$ cat config.mk
export PLATFORM = sky130hd
export DESIGN_NAME = module_key_capture
export DESIGN_NICKNAME = d
export VERILOG_FILES = /design/src/rtl/keypad_pkg.sv /design/src/rtl/module_bcd_accum.sv /design/src/rtl/module_key_capture.sv
export SDC_FILE = /design/constraint.sdc
export NUM_CORES = 1
export LEC_CHECK = 0
export ABC_AREA = 1
export CAP_MARGIN = 20
export CORE_ASPECT_RATIO = 0.7
export CORE_UTILIZATION = 45
export DETAILED_ROUTE_END_ITERATION = 10
export PLACE_DENSITY = 0.79
export SYNTH_ARGS = -nofsm -noshare
export SYNTH_HDL_FRONTEND = slang
export SYNTH_SLANG_ARGS = --single-unit
$ cat constraint.sdc
create_clock -name clk -period 3.3 [get_ports clk]
set_clock_uncertainty 0.2 [all_clocks]
set_input_delay 0.825 -clock clk [delete_from_list [all_inputs] [get_ports clk]]
set_output_delay 0.825 -clock clk [all_outputs]
set_load 0.03 [all_outputs]
$ cat src/rtl/keypad_pkg.sv
// Shared definitions for the keypad capture path: key codes, FSM states and
// the digit classifier used by the operand capture logic.
package keypad_pkg;

  localparam logic [3:0] KEY_ADD = 4'hA;
  localparam logic [3:0] KEY_EQ  = 4'hB;
  localparam logic [3:0] KEY_CLR = 4'hC;

  typedef enum logic [1:0] {
    ENTER_A = 2'd0,
    ENTER_B = 2'd1,
    SHOW    = 2'd2
  } state_t;

  function automatic logic is_digit(input logic [3:0] code);
    return (code <= 4'd9);
  endfunction

endpackage

$ cat src/rtl/module_bcd_accum.sv
// Decimal entry accumulator: holds the operand being typed and its digit count,
// appending a digit as value*10+digit until the digit limit is reached.
module module_bcd_accum
  import keypad_pkg::*;
#(
  parameter int N_DIGITS = 3,
  parameter int WIDTH    = 12
) (
  input  logic             clk,
  input  logic             n_reset,
  input  logic             clear,
  input  logic             load,
  input  logic [3:0]       digit,
  output logic [WIDTH-1:0] entry_value,
  output logic [1:0]       entry_digits
);

  localparam logic [1:0] MAX_DIGITS = 2'(N_DIGITS);

  logic [WIDTH-1:0] value_r;
  logic [WIDTH-1:0] value_next_s;
  logic [WIDTH-1:0] base_value_s;
  logic [WIDTH-1:0] scaled_s;
  logic [1:0]       digits_r;
  logic [1:0]       digits_next_s;
  logic [1:0]       base_digits_s;

  // Next-value datapath; clear together with load starts a fresh entry with this digit
  always_comb begin
    base_value_s  = {WIDTH{1'b0}};
    base_digits_s = 2'd0;
    if (clear) begin
      base_value_s  = {WIDTH{1'b0}};
      base_digits_s = 2'd0;
    end else begin
      base_value_s  = value_r;
      base_digits_s = digits_r;
    end
    // Only evaluated below the digit limit, so the product never exceeds WIDTH bits
    scaled_s = (base_value_s << 3) + (base_value_s << 1) + {{(WIDTH-4){1'b0}}, digit};
    value_next_s  = base_value_s;
    digits_next_s = base_digits_s;
    if (load && (base_digits_s < MAX_DIGITS)) begin
      value_next_s  = scaled_s;
      digits_next_s = base_digits_s + 2'd1;
    end else begin
      value_next_s  = base_value_s;
      digits_next_s = base_digits_s;
    end
  end

  // Entry value and digit count registers
  always_ff @(posedge clk or negedge n_reset) begin
    if (!n_reset) begin
      value_r  <= {WIDTH{1'b0}};
      digits_r <= 2'd0;
    end else begin
      value_r  <= value_next_s;
      digits_r <= digits_next_s;
    end
  end

  assign entry_value  = value_r;
  assign entry_digits = digits_r;

endmodule

$ cat src/rtl/module_key_capture.sv
// Keypad operand capture: builds operands A and B from debounced key strobes
// and presents their registered sum with a one-cycle valid pulse on EQUALS.
module module_key_capture
  import keypad_pkg::*;
#(
  parameter int N_DIGITS = 3,
  parameter int WIDTH    = 12
) (
  input  logic             clk,
  input  logic             n_reset,
  input  logic [3:0]       key_code,
  input  logic             key_valid,
  output logic [WIDTH-1:0] entry_value,
  output logic [1:0]       entry_digits,
  output logic [WIDTH-1:0] operand_a,
  output logic [WIDTH-1:0] operand_b,
  output logic [WIDTH:0]   result,
  output logic             result_valid,
  output logic             busy_b
);

  state_t           state_r;
  state_t           state_next_s;
  logic [WIDTH-1:0] operand_a_r;
  logic [WIDTH-1:0] operand_a_next_s;
  logic [WIDTH-1:0] operand_b_r;
  logic [WIDTH-1:0] operand_b_next_s;
  logic [WIDTH:0]   result_r;
  logic [WIDTH:0]   result_next_s;
  logic             result_valid_r;
  logic             result_valid_next_s;
  logic             busy_b_r;
  logic             busy_b_next_s;
  logic             acc_clear_s;
  logic             acc_load_s;
  logic [WIDTH-1:0] entry_value_s;
  logic [1:0]       entry_digits_s;

  module_bcd_accum #(
    .N_DIGITS (N_DIGITS),
    .WIDTH    (WIDTH)
  ) u_accum (
    .clk          (clk),
    .n_reset      (n_reset),
    .clear        (acc_clear_s),
    .load         (acc_load_s),
    .digit        (key_code),
    .entry_value  (entry_value_s),
    .entry_digits (entry_digits_s)
  );

  // Next-state and next-output decode for one accepted key strobe
  always_comb begin
    state_next_s        = state_r;
    operand_a_next_s    = operand_a_r;
    operand_b_next_s    = operand_b_r;
    result_next_s       = result_r;
    result_valid_next_s = 1'b0;
    busy_b_next_s       = busy_b_r;
    acc_clear_s         = 1'b0;
    acc_load_s          = 1'b0;
    if (key_valid) begin
      if (key_code == KEY_CLR) begin
        state_next_s     = ENTER_A;
        operand_a_next_s = {WIDTH{1'b0}};
        operand_b_next_s = {WIDTH{1'b0}};
        result_next_s    = {(WIDTH+1){1'b0}};
        busy_b_next_s    = 1'b0;
        acc_clear_s      = 1'b1;
      end else begin
        case (state_r)
          ENTER_A: begin
            if (is_digit(key_code)) begin
              acc_load_s = 1'b1;
            end else if (key_code == KEY_ADD) begin
              operand_a_next_s = entry_value_s;
              acc_clear_s      = 1'b1;
              busy_b_next_s    = 1'b1;
              state_next_s     = ENTER_B;
            end else begin
              state_next_s = ENTER_A;
            end
          end
          ENTER_B: begin
            if (is_digit(key_code)) begin
              acc_load_s = 1'b1;
            end else if (key_code == KEY_EQ) begin
              operand_b_next_s    = entry_value_s;
              result_next_s       = {1'b0, operand_a_r} + {1'b0, entry_value_s};
              result_valid_next_s = 1'b1;
              busy_b_next_s       = 1'b0;
              state_next_s        = SHOW;
            end else begin
              state_next_s = ENTER_B;
            end
          end
          SHOW: begin
            if (is_digit(key_code)) begin
              acc_clear_s  = 1'b1;
              acc_load_s   = 1'b1;
              state_next_s = ENTER_A;
            end else if (key_code == KEY_ADD) begin
              // Chain: the previous sum becomes the new first operand
              operand_a_next_s = result_r[WIDTH-1:0];
              acc_clear_s      = 1'b1;
              busy_b_next_s    = 1'b1;
              state_next_s     = ENTER_B;
            end else begin
              state_next_s = SHOW;
            end
          end
          default: begin
            state_next_s = ENTER_A;
          end
        endcase
      end
    end else begin
      state_next_s = state_r;
    end
  end

  // State and committed-output registers
  always_ff @(posedge clk or negedge n_reset) begin
    if (!n_reset) begin
      state_r        <= ENTER_A;
      operand_a_r    <= {WIDTH{1'b0}};
      operand_b_r    <= {WIDTH{1'b0}};
      result_r       <= {(WIDTH+1){1'b0}};
      result_valid_r <= 1'b0;
      busy_b_r       <= 1'b0;
    end else begin
      state_r        <= state_next_s;
      operand_a_r    <= operand_a_next_s;
      operand_b_r    <= operand_b_next_s;
      result_r       <= result_next_s;
      result_valid_r <= result_valid_next_s;
      busy_b_r       <= busy_b_next_s;
    end
  end

  assign entry_value  = entry_value_s;
  assign entry_digits = entry_digits_s;
  assign operand_a    = operand_a_r;
  assign operand_b    = operand_b_r;
  assign result       = result_r;
  assign result_valid = result_valid_r;
  assign busy_b       = busy_b_r;

endmodule

After elaboration in Yosys (flattened, before gate mapping)
Index checks and enable logic that the tools add are counted.
- register bits after elaboration: 55
- input port bits: 7
- output and inout port bits: 53
- add/sub/neg operators: 4
- order comparisons: 2
- equal/unequal tests: 14
- muxes and demuxes: 47
- reductions and logical operators: 13
- operator list (cell ; count):
    12-bit two-way mux ; 11
    13-bit two-way mux ; 4
    12-bit case mux with 2 select lines ; 1
    3-bit != test, second input constant ; 7
    1-bit two-way mux ; 20
    2-bit two-way mux ; 8
    12-bit by 12-bit adder with 13-bit output ; 1
    12-bit adder ; 1
    12-bit by 4-bit adder with 12-bit output ; 1
    4-bit == test, second input constant ; 3
    6-bit AND reduction ; 2
    2-bit case mux with 3 select lines ; 1
    2-bit nonzero test ; 3
    3-bit nonzero test ; 2
    4-bit less-or-equal comparator, second input constant ; 1
    1-bit case mux with 2 select lines ; 2
    4-bit AND reduction ; 1
    3-bit by 1-bit != test with 1-bit output, second input constant ; 1
    3-bit AND reduction ; 1
    3-bit OR reduction ; 1
    2-bit by 1-bit adder with 2-bit output, second input constant ; 1
    2-bit by 1-bit == test with 1-bit output, second input constant ; 1
    2-bit == test, second input constant ; 1
    2-bit zero test ; 1
    other kinds (4) ; 4

Logic depth before layout (Yosys ltp)
- depth after elaboration: 10
- depth in mapped cells: 23
- gate-level depth less buffers: 22

By module
From an unflattened synthesis, not the netlist that was laid out.
- cell total of the unflattened synthesis: 527
- area total of the unflattened synthesis: 3847.4 um^2
- by module, submodules not included (module ; instances ; cells an instance ; area each (um^2)):
    module_key_capture ; 1 ; 354 ; 2549.9
    module_bcd_accum ; 1 ; 173 ; 1297.5

Least setup slack after synthesis
No wires, ideal clock.
- path type: input to register
- from: input port key_code[2]
- to: register u_accum.value_r[8], in the netlist u_accum.entry_value[8]
- data arrival time: 3.363 ns
- required time: 3.018 ns
- slack: -0.345 ns
- cell stages on the path: 20
- cells stage by stage: nand2_1 -> nand2_2 -> nand2_1 -> nand2_1 -> nand2_1 -> nand2_2 -> inv_2 -> buf_6 -> nor2_4 -> inv_1 -> fa_1 -> fa_1 -> inv_1 -> a21oi_1 -> o21bai_1 -> nand2_1 -> nand2_1 -> a21oi_1 -> or2_2 -> a31oi_1
- longest elaborated chain between the ends: 10
- elaborated cells on any way between the ends: 20
- classes of those cells: 2 x add/sub; 2 x order compare; 2 x eq/ne; 13 x mux; 1 x reduce/logical
- RTL lines (item ; RTL line ; text):
    start, declared ; module_key_capture.sv:11 ; input logic [3:0] key_code,
    branches (longest 9 deep; another with 12-bit adder) ; -- ;
    12-bit two-way mux (*) ; module_bcd_accum.sv:43 ; if (load && (base_digits_s < MAX_DIGITS)) begin
    net u_accum.value_next_s[8] ; module_bcd_accum.sv:21 ; logic [WIDTH-1:0] value_next_s;
    end signal, assigned ; module_bcd_accum.sv:55 ; value_r <= {WIDTH{1'b0}};
    end signal, assigned ; module_bcd_accum.sv:58 ; value_r <= value_next_s;
    end, declared ; module_bcd_accum.sv:20 ; logic [WIDTH-1:0] value_r;
Mark *: on every way through the listed nets, which the timed path passes. The select of a mux whose other input is x is not followed.
A chain may end at the register's enable or synchronous reset.

Worst setup path after layout
- from: input port key_code[3]
- to: register u_accum.value_r[10], in the netlist u_accum.entry_value[10]
Same word-level chain as after synthesis.

==> results.txt <==
- Number of design-rule violations left by the first detailed-router iteration: 296
- Post-Layout Inst Area: between 5000 and 6000 sq um
- Minimum clock period: 3350 ps
* DR vias/cell: between 5 and 6
* Slew headroom: a little under a third
* Compound-gate portion of the synthesized area: 17.5%
* Starting Density: 47.6%
* Register area: 1380 sq um
- Critical path peak fanout: 4
- For the worst flop-to-flop path, the logic depth is 20.
- Seq cells post-synth: 55
* Number of hold buffers added after cts: 0
- The floorplan step set the die height to 76.4 um.
- Critical path endpoint category: flop
- The worst register-to-register path ends at u_accum.entry_value[10]$_DFF_PN0_.
- The wire-length estimate of the detail-placed layout is roughly 7600 um.
* Hold violation total from the final report: 0
* Power density cells: 1150 nW/um^2
* Mean cell area of the mapped netlist: 8.06 sq um
- Cell at the root of the clock tree: clkbuf_16
* Post-synth EDFFs: 0
- Req. time, crit path: between 3000 and 4000 ps
- The floorplan step defined a die boundary enclosing 8280 sq um.
- At the worst endpoint, the arrival time is 3330 ps.
- Clock tree buffer depth: 2
* Cell breakdown of the critical path: buf_12, inv_6, nor2_4, nand2_4, nand2_4, nand2_2, nand2_2, nand2_2, inv_4, buf_6, nor2_4, ha_4, ha_4, inv_4, fa_2, inv_2, a21oi_2, o21bai_1, buf_4, nand2_4, o311ai_4, xor2_1, o21ai_1
- The H-tree generated during clock tree synthesis spans 2 levels.
- Utilization of the core after routing: approximately 69%
- Max-cap viol count: 0
- Dividing the detail-routed wire length by the instance count gives 16.4 um.
- Of the cells placed in the final design, the portion with a size suffix greater than 1 is 26.4%.
- The worst setup path is launched from a primary input.
- For this run, the number of Yosys warnings is 0.
* Cell area after synthesis: 3560 sq um
- Standard cell with the maximum stage delay on the critical path: fa_2
- Delay of the slowest cell on the worst path: between 300 and 400 ps
* Cell count after synthesis: 442
- Launching point of the worst reg2reg path: state_r[1]$_DFFE_PN0P_
- Outcome: finished with violations
- The most used flip-flop cell after synthesis is dfrtp_1.
- The count of cells in the finished layout, fillers not included, comes to 663.
* GP Congestion: 0.928
* Final-report setup violation count: 3
* Ratio of final minimum period to clock period: 101%
* Main combinational cell family by area after synthesis: simple AND/OR/NAND/NOR gates
- TritonCTS Buffers: 5
- The die is 108 um wide.
- Following the worst setup path forward leads to its endpoint at u_accum.entry_value[10]$_DFF_PN0_.
- Across the VDD grid, the largest voltage drop is ~0.00056 V.
- Setup TNS: -98.3 ps
- Placed Area: 4610 sq um
- Once placement completed, the tool counted placed cells totaling 631.
- Synthesis instantiated 35 different standard cells from the library.
- Share of flip-flops with an asynchronous set or reset after synthesis: 100%
* Register area share after synthesis: 38.7%
- For this run, the total global-route usage over all layers was measured as 26.5%.
- Antenna viol nets, final: 0
- The worst setup path is of the primary input to flop kind.
- Post-Synth Simple-Gate Area: approximately 22%
- Ports: 60
- Max-slew violations: 0
* Achievable Freq: 299 MHz
- For this run, design rule violations remaining after detail routing come to 0.
- The multi-input combinational cells in the finished layout cover a total of 2170 sq um.
- Post-synthesis share of cell area spent on full adders, half adders and majority gates: 12.6%
* R2R setup slack: ~130 ps
- Compared with the post-synthesis result, the final layout area differs by 44.4%.
- Worst setup path start: key_code[3]
* CTS tree: done
- The number of antenna diodes in the final layout is 0.
* Final Worst Setup Slack: -47.7 ps
- Core region area: approximately 7500 sq um
- Port bufs: 59
- Fillers: between 500 and 600
- The number of global-route vias before repair is 3471.
- Remaining global-route overflow: 0
- CTS clk-pin slew, worst paths: 70 ps
* Total power consumption of the routed design: 5.91 mW
* Number of antenna violations at the first check in global routing: 0
- Of the total synthesized cell area, the portion taken by XOR and XNOR cells is 2.21%.
- Clock tree synthesis found a total of 55 sinks.
- After floorplanning, the core was divided into 26 placement rows.
- Mux contribution to synthesized area: 0%
* Setup repair after global routing missed its margin: true
- The startpoint identified for the worst hold timing path is result[12]$_DFFE_PN0P_.
- The final route contains 3674 vias.
* Global-route wire length before repair: 17100 um
- For this design the static power due to leakage is roughly 2.5 nW.
- Hold is met by approximately 290 ps.
- At the pin with the least slew margin, the transition time is ~1000 ps.
- The path class of the tightest hold or removal check is flop to flop.
- Post-place setup slack: -962 ps
* Largest net degree at the start of global routing: 43
- Number of iterations in the first detailed-routing pass: 5
- At the end of the flow, the number of nets in the layout was 605.
- The clock reaches the later pin of the worst-skew pair after 300 ps.
* Total length of routed wires: 10900 um
- Failing checks: negative setup slack
- The number of nets handed over by synthesis was just under 500.
-- worst min-delay path by stage --
stage	depth (start not counted)	to	slack, ps
final	2	result[12]$_DFFE_PN0P_	290
after global routing	2	operand_b[1]$_DFFE_PN0P_	310
after CTS	2	operand_b[1]$_DFFE_PN0P_	290
after detailed placement	2	operand_b[1]$_DFFE_PN0P_	270
after global placement	2	operand_b[4]$_DFFE_PN0P_	270
after floorplan	0	busy_b$_DFFE_PN0P_	330
-- sequential cells by signal (all words and copies together) (netlist names) --
| name | flops |
|---|---|
| result | 13 |
| u_accum.entry_digits | 2 |
| busy_b | 1 |
| operand_a | 12 |
| u_accum.entry_value | 12 |
| operand_b | 12 |
| state_r | 2 |
| result_valid | 1 |
-- worst max-delay path, delay by kind of cell --
kind	cells	cell delay (ps)
AOI/OAI and AO/OA	4	370
xor gates and xnor gates	1	190
adders and majority gates	3	800
buffers and inverters	7	600
and+or+nand+nor	8	550
-- cell usage after synthesis, types with 4 or more instances --
cell	count	share of area, %
inv_2	6	0.63
dfrtp_1	55	39
inv_1	47	5.0
nand2_1	111	12
buf_2	6	0.84
o21ai_1	6	0.84
o31ai_2	5	1.8
nand3_1	16	2.2
ha_1	31	11
nor2_1	34	3.6
o21ai_0	25	3.5
nor2_4	5	1.6
nand2_2	4	0.70
o21bai_1	4	0.84
o31ai_1	7	1.5
o211ai_1	10	2.1
xor2_1	7	1.7
a21oi_1	32	4.5
nor3_1	5	0.70
-- power by group --
| group | switching, mW | total [mW] | internal, mW |
|---|---|---|---|
| sequential | 0.300 | 1.28 | 0.976 |
| clock | 0.263 | 0.552 | 0.289 |
| combinational | 2.33 | 4.08 | 1.74 |
-- cells in the final DEF, fill, tap and decap left out, types with 6 or more instances in the layout --
master           instances
xor2_1                   6
buf_4                   64
nand3_1                 15
inv_1                   38
nor2_4                   9
nand2_2                  8
o21ai_0                 23
o21ai_1                  7
dfrtp_1                 55
clkdlybuf4s50_1         53
inv_2                   10
nor2_1                  29
ha_1                    26
o211ai_1                10
o31ai_1                  7
a21oi_1                 28
nand2_1                100
nand2_4                  6
-- what timing repair did --
| item | in CTS | in global routing |
|---|---|---|
| pin swaps | 33 | 26 |
| resized for setup | 42 | 33 |
| buffers inserted | 18 | 5 |
| setup endpoints to repair | 9 | 46 |
| cloned | 0 | 2 |
-- final cells by class --
type / instances / share of cell area, %
Clock buffer: 5 / 2.43
Clock inverter: 3 / 0.535
Sequential cell: 55 / 26.8
Multi-Input combinational cell: 324 / 42.3
Inverter: 53 / 4.21
Timing Repair Buffer: 125 / 21.4
Tap cell: 98 / 2.39
-- layer usage --
layer  global-route usage, %  routed length [um]  share of wire (%)  up-vias
met3                    5.65                 932                8.6       22
met5                       0                   0                  0        -
li1                        -                   -                  -     1714
met4                    7.84                 209                1.9        0
met2                    42.0                4900                 45      177
met1                    36.3                4840                 44     1761
-- cell families after synthesis --
logic type,Yosys count
buffers and inverters,65
AOI/OAI and AO/OA,99
and+or+nand+nor,180
xor gates and xnor gates,9
DFF,55
adders and majority gates,34
Power figures use the tool's default switching activity.
